==> config.mk <==
export PLATFORM = sky130hd
export DESIGN_NAME = arm_seq_flat
export DESIGN_NICKNAME = d
export VERILOG_FILES = /design/src/rtl/arm_pkg.sv /design/src/rtl/arm_seq_if.sv /design/src/rtl/arm_seq.sv /design/src/flat_wrapper.sv
export SDC_FILE = /design/constraint.sdc
export NUM_CORES = 1
export LEC_CHECK = 0
export CORE_ASPECT_RATIO = 0.7
export CORE_MARGIN = 2
export CORE_UTILIZATION = 45
export CTS_BUF_LIST = sky130_fd_sc_hd__clkbuf_8
export CTS_CLUSTER_DIAMETER = 120
export DETAILED_ROUTE_END_ITERATION = 12
export GPL_TIMING_DRIVEN = 0
export PLACE_DENSITY = 0.81
export SETUP_SLACK_MARGIN = 0.2
export SYNTH_ARGS = -nofsm -noshare
export SYNTH_HDL_FRONTEND = slang
export SYNTH_SLANG_ARGS = --single-unit
==> constraint.sdc <==
create_clock -name clk -period 3.13 [get_ports clk]
set_clock_uncertainty 0.2 [all_clocks]
set_input_delay 0.626 -clock clk [delete_from_list [all_inputs] [get_ports clk]]
set_output_delay 0.626 -clock clk [all_outputs]
set_load 0.05 [all_outputs]
==> src/rtl/arm_pkg.sv <==
// -----------------------------------------------------------------------------
// arm_pkg
// Shared definitions for the small ARM-like core: program-counter width,
// one-hot phase encodings of the sequencer, instruction opcode constants and
// an opcode classifier shared by the sequencer and the ALU.
// No ports (package).
// -----------------------------------------------------------------------------
package arm_pkg;

    localparam int PC_W = 8;
    typedef logic [PC_W-1:0] pc_t;

    // One-hot phases; HALT is the all-zero encoding.
    typedef enum logic [2:0] {
        ST_HALT  = 3'b000,
        ST_FETCH = 3'b001,
        ST_EXEC1 = 3'b010,
        ST_EXEC2 = 3'b100
    } state_t;

    localparam logic [3:0] OP_NOP  = 4'b0000;
    localparam logic [3:0] OP_MUL0 = 4'b0010;
    localparam logic [3:0] OP_MUL1 = 4'b0011;
    localparam logic [3:0] OP_B    = 4'b0100;
    localparam logic [3:0] OP_BZ   = 4'b0101;
    localparam logic [3:0] OP_HLT  = 4'b0111;
    localparam logic [3:0] OP_LDR  = 4'b1110;

    typedef enum logic [2:0] {
        CLS_NOP,
        CLS_ALU,
        CLS_LDR,
        CLS_MUL,
        CLS_B,
        CLS_BZ,
        CLS_HLT
    } op_class_t;

    // LDR sits inside the 1xxx ALU space, so it must be tested first.
    // Unassigned 0xxx opcodes fall through to NOP.
    function automatic op_class_t decode_op(input logic [3:0] op);
        op_class_t cls;
        cls = CLS_NOP;
        if (op == OP_LDR) begin
            cls = CLS_LDR;
        end else if (op[3]) begin
            cls = CLS_ALU;
        end else begin
            case (op)
                OP_MUL0, OP_MUL1: cls = CLS_MUL;
                OP_B:             cls = CLS_B;
                OP_BZ:            cls = CLS_BZ;
                OP_HLT:           cls = CLS_HLT;
                default:          cls = CLS_NOP;
            endcase
        end
        return cls;
    endfunction

endpackage

==> src/rtl/arm_seq_if.sv <==
// -----------------------------------------------------------------------------
// arm_seq_if
// Bundles everything the sequencer exchanges with the instruction memory,
// ALU, multiplier and run control.
//   imem_addr  : instruction address (= PC)        seq -> mem
//   imem_data  : instruction word, same cycle       mem -> seq
//   inst       : instruction register              seq -> ALU
//   state      : one-hot phase                     seq -> datapath
//   alu_zero   : ALU result is zero                ALU -> seq
//   mult_start : one-cycle multiplier start        seq -> mult
//   mult_done  : multiplier result valid (level)   mult -> seq
//   mul_wen    : register write for MUL result     seq -> regfile
//   run        : restart from HALT                 ctrl -> seq
//   halted     : sequencer is in HALT              seq -> ctrl
// Modports: master = sequencer side, slave = surrounding datapath side.
// -----------------------------------------------------------------------------
interface arm_seq_if;
    import arm_pkg::*;

    logic [PC_W-1:0] imem_addr;
    logic [15:0]     imem_data;
    logic [15:0]     inst;
    logic [2:0]      state;
    logic            alu_zero;
    logic            mult_start;
    logic            mult_done;
    logic            mul_wen;
    logic            run;
    logic            halted;

    modport master (
        output imem_addr, inst, state, mult_start, mul_wen, halted,
        input  imem_data, alu_zero, mult_done, run
    );

    modport slave (
        input  imem_addr, inst, state, mult_start, mul_wen, halted,
        output imem_data, alu_zero, mult_done, run
    );

endinterface

==> src/rtl/arm_seq.sv <==
// -----------------------------------------------------------------------------
// arm_seq
// Instruction sequencer: FETCH -> EXEC1 (-> EXEC2 for LDR) -> FETCH, with a
// multiplier stall in EXEC1 and a HALT phase left only by run.
// Holds PC, instruction register and the Z flag.
// Ports:
//   clk   : rising-edge clock
//   rst_n : synchronous active-low reset
//   bus   : arm_seq_if.master (memory, ALU, multiplier and run control)
// All outputs are registered except mult_start and mul_wen, which are decoded
// from the current phase, instruction and mult_done.
// -----------------------------------------------------------------------------
module arm_seq
    import arm_pkg::*;
(
    input  logic         clk,
    input  logic         rst_n,
    arm_seq_if.master    bus
);

    state_t      state_q, state_d;
    pc_t         pc_q, pc_d;
    logic [15:0] ir_q, ir_d;
    logic        z_q, z_d;
    logic        halted_q, halted_d;
    logic        mul_busy_q, mul_busy_d;
    logic        mult_start_c;
    logic        mul_wen_c;
    op_class_t   op_cls;

    assign op_cls = decode_op(ir_q[15:12]);

    // Next-state and decoded strobes. mul_busy marks that the multiplier has
    // already been started for the current MUL, so mult_start is only high
    // on the first EXEC1 cycle. A done in that same first cycle completes the
    // MUL immediately with both strobes high. An illegal phase value falls
    // into the default arm and recovers to FETCH.
    always_comb begin
        state_d      = state_q;
        pc_d         = pc_q;
        ir_d         = ir_q;
        z_d          = z_q;
        mul_busy_d   = mul_busy_q;
        mult_start_c = 1'b0;
        mul_wen_c    = 1'b0;

        case (state_q)
            ST_FETCH: begin
                ir_d    = bus.imem_data;
                pc_d    = pc_q + pc_t'(1);
                state_d = ST_EXEC1;
            end
            ST_EXEC1: begin
                state_d = ST_FETCH;
                case (op_cls)
                    CLS_ALU: z_d = bus.alu_zero;
                    CLS_LDR: state_d = ST_EXEC2;
                    CLS_MUL: begin
                        mult_start_c = !mul_busy_q;
                        if (bus.mult_done) begin
                            mul_wen_c  = 1'b1;
                            mul_busy_d = 1'b0;
                        end else begin
                            mul_busy_d = 1'b1;
                            state_d    = ST_EXEC1;
                        end
                    end
                    CLS_B:   pc_d = ir_q[PC_W-1:0];
                    CLS_BZ: begin
                        if (z_q) begin
                            pc_d = ir_q[PC_W-1:0];
                        end
                    end
                    CLS_HLT: state_d = ST_HALT;
                    default: state_d = ST_FETCH;
                endcase
            end
            ST_EXEC2: begin
                state_d = ST_FETCH;
            end
            ST_HALT: begin
                state_d = bus.run ? ST_FETCH : ST_HALT;
            end
            default: begin
                state_d    = ST_FETCH;
                mul_busy_d = 1'b0;
            end
        endcase

        halted_d = (state_d == ST_HALT);
    end

    // Architectural registers; reset wins over everything, including a MUL
    // stall, so the multiplier-busy marker is cleared with the rest.
    always_ff @(posedge clk) begin
        if (!rst_n) begin
            state_q    <= ST_FETCH;
            pc_q       <= '0;
            ir_q       <= '0;
            z_q        <= 1'b0;
            halted_q   <= 1'b0;
            mul_busy_q <= 1'b0;
        end else begin
            state_q    <= state_d;
            pc_q       <= pc_d;
            ir_q       <= ir_d;
            z_q        <= z_d;
            halted_q   <= halted_d;
            mul_busy_q <= mul_busy_d;
        end
    end

    assign bus.imem_addr  = pc_q;
    assign bus.inst       = ir_q;
    assign bus.state      = state_q;
    assign bus.halted     = halted_q;
    assign bus.mult_start = mult_start_c;
    assign bus.mul_wen    = mul_wen_c;

endmodule
==> src/flat_wrapper.sv <==
// flat-port wrapper written by rule: the top's interface ports become plain ports
module arm_seq_flat import arm_pkg::*;
  (clk, rst_n, bus_imem_addr, bus_inst, bus_state, bus_mult_start, bus_mul_wen, bus_halted, bus_imem_data, bus_alu_zero, bus_mult_done, bus_run);
  arm_seq_if bus_i ();
  input  logic clk;
  input  logic rst_n;
  output wire logic [$bits(bus_i.imem_addr)-1:0] bus_imem_addr;
  output wire logic [$bits(bus_i.inst)-1:0] bus_inst;
  output wire logic [$bits(bus_i.state)-1:0] bus_state;
  output wire logic [$bits(bus_i.mult_start)-1:0] bus_mult_start;
  output wire logic [$bits(bus_i.mul_wen)-1:0] bus_mul_wen;
  output wire logic [$bits(bus_i.halted)-1:0] bus_halted;
  input wire logic [$bits(bus_i.imem_data)-1:0] bus_imem_data;
  input wire logic [$bits(bus_i.alu_zero)-1:0] bus_alu_zero;
  input wire logic [$bits(bus_i.mult_done)-1:0] bus_mult_done;
  input wire logic [$bits(bus_i.run)-1:0] bus_run;
  assign bus_imem_addr = bus_i.imem_addr;
  assign bus_inst = bus_i.inst;
  assign bus_state = bus_i.state;
  assign bus_mult_start = bus_i.mult_start;
  assign bus_mul_wen = bus_i.mul_wen;
  assign bus_halted = bus_i.halted;
  assign bus_i.imem_data = bus_imem_data;
  assign bus_i.alu_zero = bus_alu_zero;
  assign bus_i.mult_done = bus_mult_done;
  assign bus_i.run = bus_run;
  arm_seq u_core (.clk(clk), .rst_n(rst_n), .bus(bus_i));
endmodule
; ---- Word-level counts from Yosys, hierarchy flattened
; Index checks and enable logic that the tools add are counted.
[word_totals]
register_bits = 30
in_bits = 21
output_inout_bits = 30
elab_cells = 53
[classes]
addsub = 1
n_eq_ne = 18
n_mux = 18
bitwise = 1
n_reduce_logical = 9
[ops]
columns = cell, n
row1 = $pmux 8 s2, 2
row2 = $pmux 3 s3, 2
row3 = $eq 3x3->1 const B, 4
row4 = $eq 4x3->1 const B, 3
row5 = $pmux 3 s4, 1
row6 = $eq 3x2->1 const B, 3
row7 = $add 8x1->8 const B, 1
row8 = $eq 4x2->1 const B, 2
row9 = $mux 1, 8
row10 = $mux 8, 1
row11 = $eq 3x1->1 const B, 2
row12 = $logic_not 3->1, 2
row13 = $mux 3, 2
row14 = $ne 3x2->1 const B, 2
row15 = $eq 4x4->1 const B, 1
row16 = $reduce_and 2->1, 2
row17 = $reduce_and 3->1, 1
row18 = $reduce_or 3->1, 1
row19 = $mux 2, 1
row20 = $ne 2x2->1 const B, 1
row21 = $pmux 1 s2, 1
row22 = $reduce_bool 2->1, 1
row23 = $reduce_or 2->1, 1
row24 = $logic_not 1->1, 1
row25 = $not 1->1, 1

; ---- Depth between registers and ports, before layout
; Gate-level depths: netlist of the first run.
[depth]
word_depth = 9
ltp_mapped = 7
ltp_nobuf = 5

; ---- Worst setup path after synthesis of the first run
; No wires, ideal clock.
[synth_timing]
path_type = register to output
startpoint = register u_core.state_q[1] (netlist: u_core.bus.state[1])
endpoint = output port bus_mult_start
arrival_ns = 1.935
t_required_ns = 2.304
slack_ns = 0.369
stages_incl_launch_ff = 5
path_cell_list = dfxtp_1 nor3b_2 buf_4 nand2_1 nor2_1
[synth_via]
elab_chain_cells = 2
[synth_lines]
columns = element, line
row1 = from (decl), arm_seq.sv:21  ; state_t state_q, state_d;
row2 = from (signal assigned), arm_seq.sv:104  ; state_q <= state_d;
row3 = $eq 3x2->1, arm_seq.sv:47  ; case (state_q)
row4 = $mux 1, arm_seq.sv:47
row5 = to (decl), flat_wrapper.sv:10  ; output wire logic [$bits(bus_i.mult_start)-1:0] bus_mult_start;
; Every way passes these cells.

; ---- Worst setup path in the final report of the first run
; Ends and elaborated chain as after synthesis.

==> impl_results.md, run 1 <==
- Outcome: finished clean
- Main synth FF type: dfxtp_1
- Crit path time final: 2.78 ns
- Detailed Routing Iterations Pass 1: 4
- Width of the die: 69.9 um
- WHS Endpoint: u_core.bus.inst[10]
- Peak VDD IR: 0.000332 V
- Die H: 50.1 um
- Starting DRC count in detailed routing: 106
- Post-synthesis cell count: 172
- Mean post-synth cell area: 7.94 um^2
- Reg-to-reg setup timing slack: 1.30 ns
- Ratio of cells with drive above 1 in the final layout: 7.83%
- Cell Pwr Density: 557 mW/mm^2
- IO Pins: 51
- Leak: 0.750 nW
- Sequential Power Share: 40.2%
- Grt total ovfl: 0
- Worst Hold Launch: u_core.bus.inst[10]
- Cell variety after synth: 37
- Die area: 0.00350 mm^2
- Vias in the first global route: 1405
- Worst R2R Path Depth: 6
- Max Cap Violations: 0
- Data arrival, critical path: 1.96 ns
- Clock power frac: 28.7%
- RSZ-0062 raised after global routing: false
- Cell internal pwr: 0.714 mW
- Drt drc: 0
- Worst Path Required: 2.30 ns
- Yosys reg bits: 30
- CP max stage cell: dlygate4sd2_1
- Sw frac: 35.8%
- First-pass GRT wire length: 6.31 mm
- CP Capture Type: primary output
- Area of the multi-input gates: 704 um^2
- Max-slew headroom: 64.0%
- Critical Setup Path Class: register to primary output
- Routed vias/inst: 5.53
- Filler cell count: 233
- Clock sink total: 30
- CP startpoint kind: register
- Layout net count: 251
- Most common cell after layout, fill and taps aside: clkdlybuf4s50_1
- EDFF count, synth: 0
- CP max FO: 10
- Worst Path Buf+Inv: 2
- Tightest Hold Check Type: register to register
- Register area: 601 um^2
- Largest net degree at the start of global routing: 11
- Least-Margin Pin Slew: 0.538 ns
- H-tree lvl count: 2
- Hold Vio Cnt, Final: 0
- Starting density of the core: 48.1%
- Sw power: 0.398 mW
- Final setup viols: 0
- Post-synthesis sequential area ratio: 44.0%
- Post-Syn Area: 0.00137 mm^2
- FMAX: 359 MHz
- Max-slew violation count: 0
- Asr flop ratio synth: 0%
- Post-DP HPWL: 2.73 mm
- Share of the core filled with cells: 70.2%
- Critical-path cell list: nor3b_2 -> buf_4 -> nand2_1 -> nor2_1 -> dlygate4sd2_1
- Inserted Clock Buffers: 5
- Clk_lat worst skew: 0.28 ns
- Comb pwr share: 31.1%
- Crit-path leading delay family: buffers and inverters
- WL/cell: 14.2 um
- Most frequent cells in the layout: clkdlybuf4s50_1 (48), nand2_1 (45), dfxtp_1 (30), a21oi_1 (28), nor2_1 (8)
- YS warnings: 0
- R2R Path Start: u_core.bus.state[0]
- ANT nets after route: 0
- Port Buffer Count: 50
- Setup bufs post-CTS: 0
- Final estimated routing congestion in global placement: 0.830
- CTS Root Cell: clkbuf_8
- CTS tree: done
- Worst Hold Depth: 2
- Maximum root-to-sink buffer count: 2
- P&R area growth vs syn: 46.2%
- Total Negative Setup Slacks: 0 ns
- Final wirelength: 3.79 mm
- Mapped Nets: 194
- Final period util: 88.9%
- Core area: 0.00284 mm^2
- RR Endpoint: u_core.bus.imem_addr[6]
- Site row count: 16
- CTS clk-pin slew, worst paths: 0.06 ns
- GRT Overall Usage: 23.3%
- Largest stage delay, worst path: 0.53 ns
- Number of diodes: 0
- Via count: 1471
- Initial antenna violation count: 0
==> power by group through the flow <==
stage | Clock (mW) | Sequential (mW) | Combinational, mW
after floorplan | 0 | 0.559 | 0.116
final | 0.319 | 0.447 | 0.346
after CTS | 0.325 | 0.447 | 0.346
after detailed placement | 0 | 0.455 | 0.345
after global routing | 0.338 | 0.452 | 0.369
after global placement | 0 | 0.453 | 0.337
==> worst register-to-register path: stages (launching register included) <==
cell,delay [ns]
dfxtp_1,0.33
buf_4,0.15
nor3b_2,0.20
buf_4,0.21
nand4_2,0.13
and3_1,0.22
o31a_1,0.29
==> registers in the layout, summed over array words and instances, names as in the netlist <==
signal and flops:
u_core.bus.inst 16, u_core.bus.imem_addr 8, u_core.bus.state 3, u_core.bus.halted 1
u_core.mul_busy_q 1, u_core.z_q 1
==> layer usage <==
layer,global-route usage (%),part of all wire [%],vias up
met5,0,0,-
met4,10.9,2.3,0
met2,37.8,46,69
met3,6.34,8.1,10
li1,-,-,719
met1,29.0,43,673
==> worst max path at each step <==
stage,endpoint,cells after the start,start
CTS,bus_mul_wen,5,u_core.bus.state[1]
global placement,bus_mul_wen,3,bus_mult_done
detailed placement,bus_mul_wen,3,bus_mult_done
global route,bus_mult_start,5,u_core.bus.state[1]
finish,bus_mult_start,5,u_core.bus.state[1]
floorplan,bus_mult_start,4,u_core.bus.state[1]
==> Yosys cell counts, types with 3 or more instances <==
library cell  number  share of area, %
nand2_1           45                12
dfxtp_1           30                44
a21oi_1           28                10
nor2_1             8               2.2
clkbuf_1           5               1.4
nor3_1             5               1.8
and3_1             4               1.8
a31oi_1            3               1.4
buf_4              3               1.6
nand3_1            3               1.1
nor3b_2            3               2.7
o21ai_1            3               1.1
==> through the flow <==
stage / instance area, um^2 / cells / hold slack (ns) / total power [mW] / worst slack [ns]
floorplan: 1370 / 172 / 0.254 / 0.675 / 0.369
global placement: 1910 / 258 / 0.246 / 0.790 / 0.237
detailed placement: 1910 / 258 / 0.261 / 0.800 / 0.229
CTS: 2000 / 266 / 0.270 / 1.12 / 0.225
global route: 2000 / 266 / 0.281 / 1.16 / 0.217
finish: 2000 / 266 / 0.264 / 1.11 / 0.346
==> cell families after synthesis <==
kind of cell / count (synthesis) / share of synthesized area, %
AO/OA/AOI/OAI: 47 / 20.2
XOR/XNOR: 1 / 0.641
adder cells (fa/ha/maj): 1 / 0.916
buffers and inverters: 11 / 4.49
flip-flops: 30 / 44.0
multiplexers: 1 / 0.733
AND/OR/NAND/NOR: 81 / 29.0
==> layout make-up <==
| class | instances | area share (%) |
|---|---|---|
| flip-flops and latches | 30 | 30.1 |
| well taps | 36 | 2.26 |
| inverters | 1 | 0.188 |
| multi-input cells | 131 | 35.3 |
| repair buffers | 50 | 24.7 |
| clock buffers | 6 | 4.14 |
| clock inverters | 2 | 0.439 |
| plain buffers | 10 | 2.88 |
==> repair_timing <==
| item | CTS | global route |
|---|---|---|
| gates resized for setup | 2 | 2 |
| setup endpoints to repair | 2 | 1 |
| hold buffers | 0 | 0 |
Note: power is estimated with default switching activity, not from simulation.
==> inputs of run 2 (changes only) <==
Settings changed: SETUP_SLACK_MARGIN 0.2 to not set.
==> run 2 against run 1 <==
Against the previous run: sequential cell count unchanged; die area unchanged; via count unchanged; worst setup slack got worse by 0.12 ns; clock power about the same; final cell count unchanged; fmax decreased by 4.0%.
==> impl_results.md, run 2 (synthesized netlist as in run 1, its figures left out) <==
- Leak: 0.767 nW
- CTS Hold Bufs: 0
- Site row count: 16
- Detailed Routing Iterations Pass 1: 4
- Critical Path Sink: bus_mul_wen
- Peak VDD IR: 0.000332 V
- Core area: 0.00284 mm^2
- Final estimated routing congestion in global placement: 0.830
- Area of the multi-input gates: 704 um^2
- Starting DRC count in detailed routing: 106
- Max reg flops: 16
- CTS clk-pin slew, worst paths: 0.06 ns
- CP Capture Type: primary output
- Max-slew violation count: 0
- Clk_lat worst skew: 0.28 ns
- Ratio of cells with drive above 1 in the final layout: 7.39%
- IO Pins: 51
- Crit path time final: 2.90 ns
- GR Util met2: 37.8%
- Die H: 50.1 um
- Maximum root-to-sink buffer count: 2
- GRT Overall Usage: 23.3%
- Met1 capacity usage during global routing: 29.0%
- Cell Pwr Density: 555 mW/mm^2
- Routed vias/inst: 5.53
- WL/cell: 14.2 um
- Power, Total: 1.11 mW
- Final period util: 92.6%
- Die area: 0.00350 mm^2
- Hold Vio Cnt, Final: 0
- Vias in the first global route: 1405
- Inserted Clock Buffers: 5
- Reg-to-reg setup timing slack: 1.30 ns
- Number of diodes: 0
- Total Negative Setup Slacks: 0 ns
- First-pass GRT wire length: 6.31 mm
- Least-Margin Pin Slew: 0.538 ns
- Initial antenna violation count: 0
- Port Buffer Count: 50
- Max Cap Violations: 0
- Setup crit start: u_core.bus.state[1]
- FMAX: 345 MHz
- RSZ-0062 raised after global routing: false
- Data arrival, critical path: 2.07 ns
- Worst Hold Launch: u_core.bus.inst[10]
- Max-slew headroom: 64.0%
- CTS Root Cell: clkbuf_8
- Critical Setup Path Class: register to primary output
- Gr busiest metal: met2
- Min Hold Slack: 0.264 ns
- Post-DP HPWL: 2.73 mm
- CTS tree: done
- R2R Path Start: u_core.bus.state[0]
- Filler cell count: 231
- Grt total ovfl: 0
- Clock sink total: 30
- RR Endpoint: u_core.bus.imem_addr[6]
- H-tree lvl count: 2
- Worst Path Required: 2.30 ns
- Met3 Resource Use GR: 6.34%
- Drt drc: 0
- ANT nets after route: 0
- Final setup viols: 0
- P&R area growth vs syn: 46.7%
- CP max FO: 10
- Most frequent cells in the layout: clkdlybuf4s50_1 (48), nand2_1 (45), dfxtp_1 (30), a21oi_1 (28), nor2_1 (8)
- Starting density of the core: 48.1%
- Final wirelength: 3.78 mm
- Outcome: finished clean
- Worst R2R Path Depth: 6
- Most common cell after layout, fill and taps aside: clkdlybuf4s50_1
- Setup bufs post-CTS: 0
- Tightest Hold Check Type: register to register
- Share of the core filled with cells: 70.5%
- Register area: 601 um^2
- Width of the die: 69.9 um
- Via count: 1471
- CP startpoint kind: register
- Largest net degree at the start of global routing: 11
- Layout net count: 251
-- run 2: changes by cell type in the layout (fill, tap and decap cells not counted), sizes merged --
cell / previous run / this run
clkbuf: 12 / 11
dlymetal6s2s: 0 / 1
-- run 2: layout make-up --
type / instances / area share [%]
Sequential cell: 30 / 30.0
Clock inverter: 2 / 0.437
Inverter: 1 / 0.187
Multi-Input combinational cell: 131 / 35.1
Buffer: 10 / 2.87
Tap cell: 36 / 2.25
Timing Repair Buffer: 50 / 25.0
Clock buffer: 6 / 4.12
-- run 2: routing by layer --
layer  vias to the layer above  wire (um)  part of all wire [%]
li1                        719          -                     -
met1                       673       1650                    44
met2                        69       1750                    46
met3                        10        299                   7.9
met4                         0         87                   2.3
met5                         -          0                     0
-- run 2: timing repair --
item,4_1_cts,5_1_grt
pin swaps,0,0
endpoints found under the setup margin,1,1
resized for setup,1,1
hold endpoints to repair,0,0
-- run 2: power by group --
| part | internal (mW) | total (mW) | switching (mW) | leakage (nW) |
|---|---|---|---|---|
| Sequential | 0.414 | 0.447 | 0.0329 | 0.246 |
| Clock | 0.174 | 0.319 | 0.145 | 0.0524 |
| Combinational | 0.126 | 0.346 | 0.220 | 0.469 |
-- run 2: worst min path at each step --
| stage | endpoint | slack, ns | depth (start not counted) |
|---|---|---|---|
| 6_report | u_core.bus.inst[10] | 0.26 | 2 |
| 5_1_grt | u_core.bus.inst[11] | 0.28 | 2 |
| 4_1_cts | u_core.bus.inst[9] | 0.27 | 2 |
| 3_5_place_dp | u_core.bus.inst[10] | 0.26 | 2 |
| 3_3_place_gp | u_core.bus.inst[8] | 0.25 | 2 |
| 2_1_floorplan | u_core.mul_busy_q | 0.25 | 2 |
-- run 2: stage by stage --
stage | instance area, um^2 | setup slack (ns) | std cells
6_report | 2000 | 0.230 | 266
5_1_grt | 2000 | 0.123 | 266
4_1_cts | 2000 | 0.0495 | 266
3_5_place_dp | 1910 | 0.229 | 258
3_3_place_gp | 1910 | 0.237 | 258
2_1_floorplan | 1370 | 0.369 | 172
-- run 2: worst max-delay path, stage by stage (launching register included) --
cell           delay, ns
dfxtp_1             0.46
nor3b_2             0.26
buf_4               0.22
buf_6               0.16
and3_1              0.16
dlygate4sd2_1       0.52
==> inputs of run 3 (changes only) <==
Settings changed: SLEW_MARGIN set to 20.
==> results of run 3 <==
No change in the layout: final DEF, timing and power equal those of run 2.
